===== src/rtl/gpr_file.sv =====
// gpr_file: 32 x 32-bit MIPS GPR file with $0 hardwired to zero, two combinational
// read ports with write bypass, one write port. Define GPR_RESET_CLEAR_EN for the post-reset clear sequencer.
module gpr_file #(
  parameter logic [31:0] CLR_VALUE = 32'h0000_0000
) (
  input  logic        clk,
  input  logic        rst,
  input  logic        we,
  input  logic [4:0]  waddr,
  input  logic [31:0] wdata,
  input  logic        re1,
  input  logic [4:0]  raddr1,
  output logic [31:0] rdata1,
  input  logic        re2,
  input  logic [4:0]  raddr2,
  output logic [31:0] rdata2,
  output logic        busy_o,
  output logic        wr_drop_o
);

  // Entry 0 exists only to keep indexing simple; it is never written or returned.
  logic [31:0] mem_q [32];
  logic        clr_wr_s;
  logic [4:0]  clr_addr_s;

`ifdef GPR_RESET_CLEAR_EN
  typedef enum logic [0:0] {
    IDLE  = 1'b0,
    CLEAR = 1'b1
  } state_e;

  state_e     state_q;
  logic [4:0] clr_ptr_q;
  logic       wr_drop_q;

  // Clear sequencer: walks $1..$31 once after every reset, holding at 31 rather than wrapping.
  always_ff @(posedge clk) begin
    if (rst) begin
      state_q   <= CLEAR;
      clr_ptr_q <= 5'd1;
      wr_drop_q <= 1'b0;
    end else begin
      case (state_q)
        CLEAR: begin
          wr_drop_q <= we;
          if (clr_ptr_q == 5'd31) begin
            state_q <= IDLE;
          end else begin
            clr_ptr_q <= clr_ptr_q + 5'd1;
          end
        end
        IDLE: begin
          wr_drop_q <= 1'b0;
        end
        default: begin
          state_q   <= CLEAR;
          clr_ptr_q <= 5'd1;
          wr_drop_q <= 1'b0;
        end
      endcase
    end
  end

  assign clr_wr_s   = (state_q == CLEAR);
  assign clr_addr_s = clr_ptr_q;
  assign busy_o     = rst | (state_q == CLEAR);
  assign wr_drop_o  = wr_drop_q;
`else
  assign clr_wr_s   = 1'b0;
  assign clr_addr_s = 5'd0;
  assign busy_o     = 1'b0;
  assign wr_drop_o  = 1'b0;
`endif

  // Array update: the clear write always wins over the external write.
  always_ff @(posedge clk) begin
    if (!rst) begin
      if (clr_wr_s) begin
        mem_q[clr_addr_s] <= CLR_VALUE;
      end else if (we && (waddr != 5'd0)) begin
        mem_q[waddr] <= wdata;
      end else begin
        mem_q[0] <= mem_q[0];
      end
    end else begin
      mem_q[0] <= mem_q[0];
    end
  end

  // Read port 1 priority chain; busy_o is constant 0 when the sequencer is absent.
  always_comb begin
    rdata1 = 32'h0000_0000;
    if (rst || !re1 || (raddr1 == 5'd0)) begin
      rdata1 = 32'h0000_0000;
    end else if (busy_o) begin
      rdata1 = CLR_VALUE;
    end else if (we && (waddr == raddr1)) begin
      rdata1 = wdata;
    end else begin
      rdata1 = mem_q[raddr1];
    end
  end

  // Read port 2 priority chain, identical to port 1.
  always_comb begin
    rdata2 = 32'h0000_0000;
    if (rst || !re2 || (raddr2 == 5'd0)) begin
      rdata2 = 32'h0000_0000;
    end else if (busy_o) begin
      rdata2 = CLR_VALUE;
    end else if (we && (waddr == raddr2)) begin
      rdata2 = wdata;
    end else begin
      rdata2 = mem_q[raddr2];
    end
  end

endmodule


===== config.mk =====
export PLATFORM = sky130hd
export DESIGN_NAME = gpr_file
export DESIGN_NICKNAME = d
export VERILOG_FILES = /design/src/rtl/gpr_file.sv
export SDC_FILE = /design/constraint.sdc
export NUM_CORES = 1
export LEC_CHECK = 0
export CAP_MARGIN = 20
export CORE_UTILIZATION = 55
export DETAILED_ROUTE_END_ITERATION = 6
export DONT_BUFFER_PORTS = 1
export GPL_TIMING_DRIVEN = 0
export PLACE_DENSITY = 0.7
export SLEW_MARGIN = 10
export SYNTH_ARGS = -nofsm -noshare
export SYNTH_HDL_FRONTEND = slang
export SYNTH_SLANG_ARGS = --single-unit

===== constraint.sdc =====
create_clock -name clk -period 8.35 [get_ports clk]
set_clock_uncertainty 0.05 [all_clocks]
set_input_delay 1.67 -clock clk [delete_from_list [all_inputs] [get_ports clk]]
set_output_delay 1.67 -clock clk [all_outputs]
set_load 0.05 [all_outputs]

==> reports/qor.yml <==
synth_ff_type: "edfxtp_1"
reg_top3: "mem_q (1024)"
placedCellCount: 3922
p_comb_share_pct: 10.0
routed_via_density: 7.65
place_hpwl_mm: 135
slew_violations: 0
cts_made_buffers: 105
first_global_vias: 30462
required_ps: 6630
wirelength_mm: 192
ir_drop_mv: 0.198
cts.repair.resized: 0
initial_core_util_pct: 55.6
cp-end-kind: "primary output"
hold_viol: 0
drtIter0Drc: 5168
die_x_um: 298
fmax_ghz: 0.135
yosysMostFrequentCell: "edfxtp_1"
largest_reg_flops: 1024
die_y_um: 298
track_usage_pct: 43.3
drc_errors: 0
ys_seq_area_share_pct: 63.6
synth_area_leaders: "edfxtp_1 64%, mux4_2 16%, mux2i_1 7.7%"
drive_above_1_share_pct: 25.2
grt_max_degree: 35
hold_class: "in -> reg"
p_per_area_nw_per_um2: 211
ys_ff_latch: 1024
p_total_w: 0.0115
synth_cells: 2682
antenna_found_initial: 22
timing_worst_setup_path_type: "in -> out"
worst_pin_slew_ps: 1390
setup_tns_ps: 0
gp_congestion: 1.09
die_area_um2: 89100
port_buffers: 0
fin_nets: 2927
area_growth_pct: 12.7
sequentialPowerShare_pct: 49.7
synth_top_area_share_pct: 63.6
top_layer_used: "met5"
pwr-share-clk_pct: 40.2
arrival_ps: 5700
root_buffer: "clkbuf_16"
ys_warn_count: 0
critPathMaxFanout: 10
synth_largest_area_cell: "edfxtp_1"
gr-total-overflow: 0
wire_per_inst_um: 46.6
post-route-period-util_pct: 88.8
syn_area_um2: 48300
top_register: "mem_q"
setup-violations-final: 0
ys_async_sr_fraction_pct: 0
start_kind: "input port"
path_cells: "buf_2 > or3_1 > clkbuf_2 > buf_1 > o221ai_1 > a211oi_1 > a21oi_1 > a22o_1"
grt_pass1_wl_mm: 257
critPathMaxStageDelay_ps: 1040
h-tree-depth: 3
synth-edff-count: 1024
critPathSlowestCell: "a211oi_1"
status: "complete, no violations"
yosysUniqueCellTypes: 55
clk_pin_slew_ps: 60
hold_buffers: 0
cts_tree: "yes"
coreArea_um2: 86900
antenna_left: 0
ioPinCount: 118
p_switching_w: 0.00282
setup_ws_ps: 935
switching_share_pct: 24.5
intPower_w: 0.00869
fin_crit_ps: 7420
wl_met1_mm: 64.6
relSlewSlack_pct: 7.17
fillers: 6142
firstDrtPassIters: 6
rows: 108
clock_path_buffers: 3
num_vias: 31564
cts.sinks: 1024
post-place-ws_ps: 1200
leakage_nw: 17.8
rsz0062_at_grt: "no"
hold_slack_ps: 999
avgSynthCellArea_um2: 18.0
maxCapViolations: 0
wl_met2_mm: 81.5
fin_cells: 4124
cts_setup_buffers: 0
synth_common_cells: "1,024 x edfxtp_1, 371 x mux2i_1, 334 x mux4_2, 150 x a22oi_1, 90 x buf_2"
met3WireLength_mm: 29.7
-- per-layer routing --
layer / track usage, % / vias up
met4: 29.3 / 10
li1: - / 11839
met2: 61.3 / 2748
met3: 17.0 / 541
met1: 55.3 / 16426
met5: 0 / -
-- cell usage in the layout (no fill, tap or decap), types with 20 or more instances in the layout --
cell type,n
a32o_1,31
mux4_2,334
o22ai_1,50
a22o_1,39
buf_4,47
mux2i_1,371
nor2_4,31
nand3_1,28
a22oi_1,150
edfxtp_1,1024
nand2b_1,36
o211ai_1,24
nor2b_1,20
clkbuf_1,106
conb_1,34
clkbuf_16,109
a21oi_1,68
nand2_1,33
buf_12,23
buf_2,93
o221ai_1,26
nor2_1,40
-- through the flow --
stage	util, %	cell area (um^2)
after floorplan	-	48500
after detailed placement	58.9	51200
after global routing	62.7	54500
final	62.7	54500
after global placement	57.4	49900
after CTS	62.7	54500
-- worst max-delay path: cells and delay by family --
| kind | cells | cell delay, ps |
|---|---|---|
| AO/OA/AOI/OAI | 4 | 2360 |
| buffers and inverters | 3 | 1460 |
| AND/OR/NAND/NOR | 1 | 170 |
-- kinds of logic after synthesis --
| group | synth area share [%] |
|---|---|
| flip-flops | 63.6 |
| multiplexers | 23.8 |
| AO/OA/AOI/OAI | 7.40 |
| buffers and inverters | 2.61 |
| AND/OR/NAND/NOR | 2.41 |
| XOR/XNOR | 0.181 |
| other | 0.00776 |
-- cell type report --
type,count,area [um^2],area share (%)
clock buffers,138,2840,5.20
diodes,13,32.5,0.0597
inverters,1,3.75,0.00689
plain buffers,228,1260,2.31
flip-flops and latches,1024,30700,56.4
repair buffers,53,911,1.67
well taps,1155,1450,2.65
multi-input cells,1462,16800,30.9
clock inverters,50,450,0.826
-- worst paths after layout --
path,startpoint,end,cells past startpoint
setup / recovery,raddr2[2],rdata2[18],8
hold / removal,wdata[12],mem_q[23][12]$_DFFE_PP_,0
-- power by group through the flow --
stage                     Clock, W  Combinational [W]  Sequential, W
final                      0.00463            0.00115        0.00573
after global routing       0.00479            0.00115        0.00573
after CTS                  0.00461            0.00111        0.00573
after detailed placement         0            0.00110        0.00583
after global placement           0            0.00107        0.00583
after floorplan                  0           0.000656        0.00583
No activity file was read; power rests on OpenSTA's default activity.
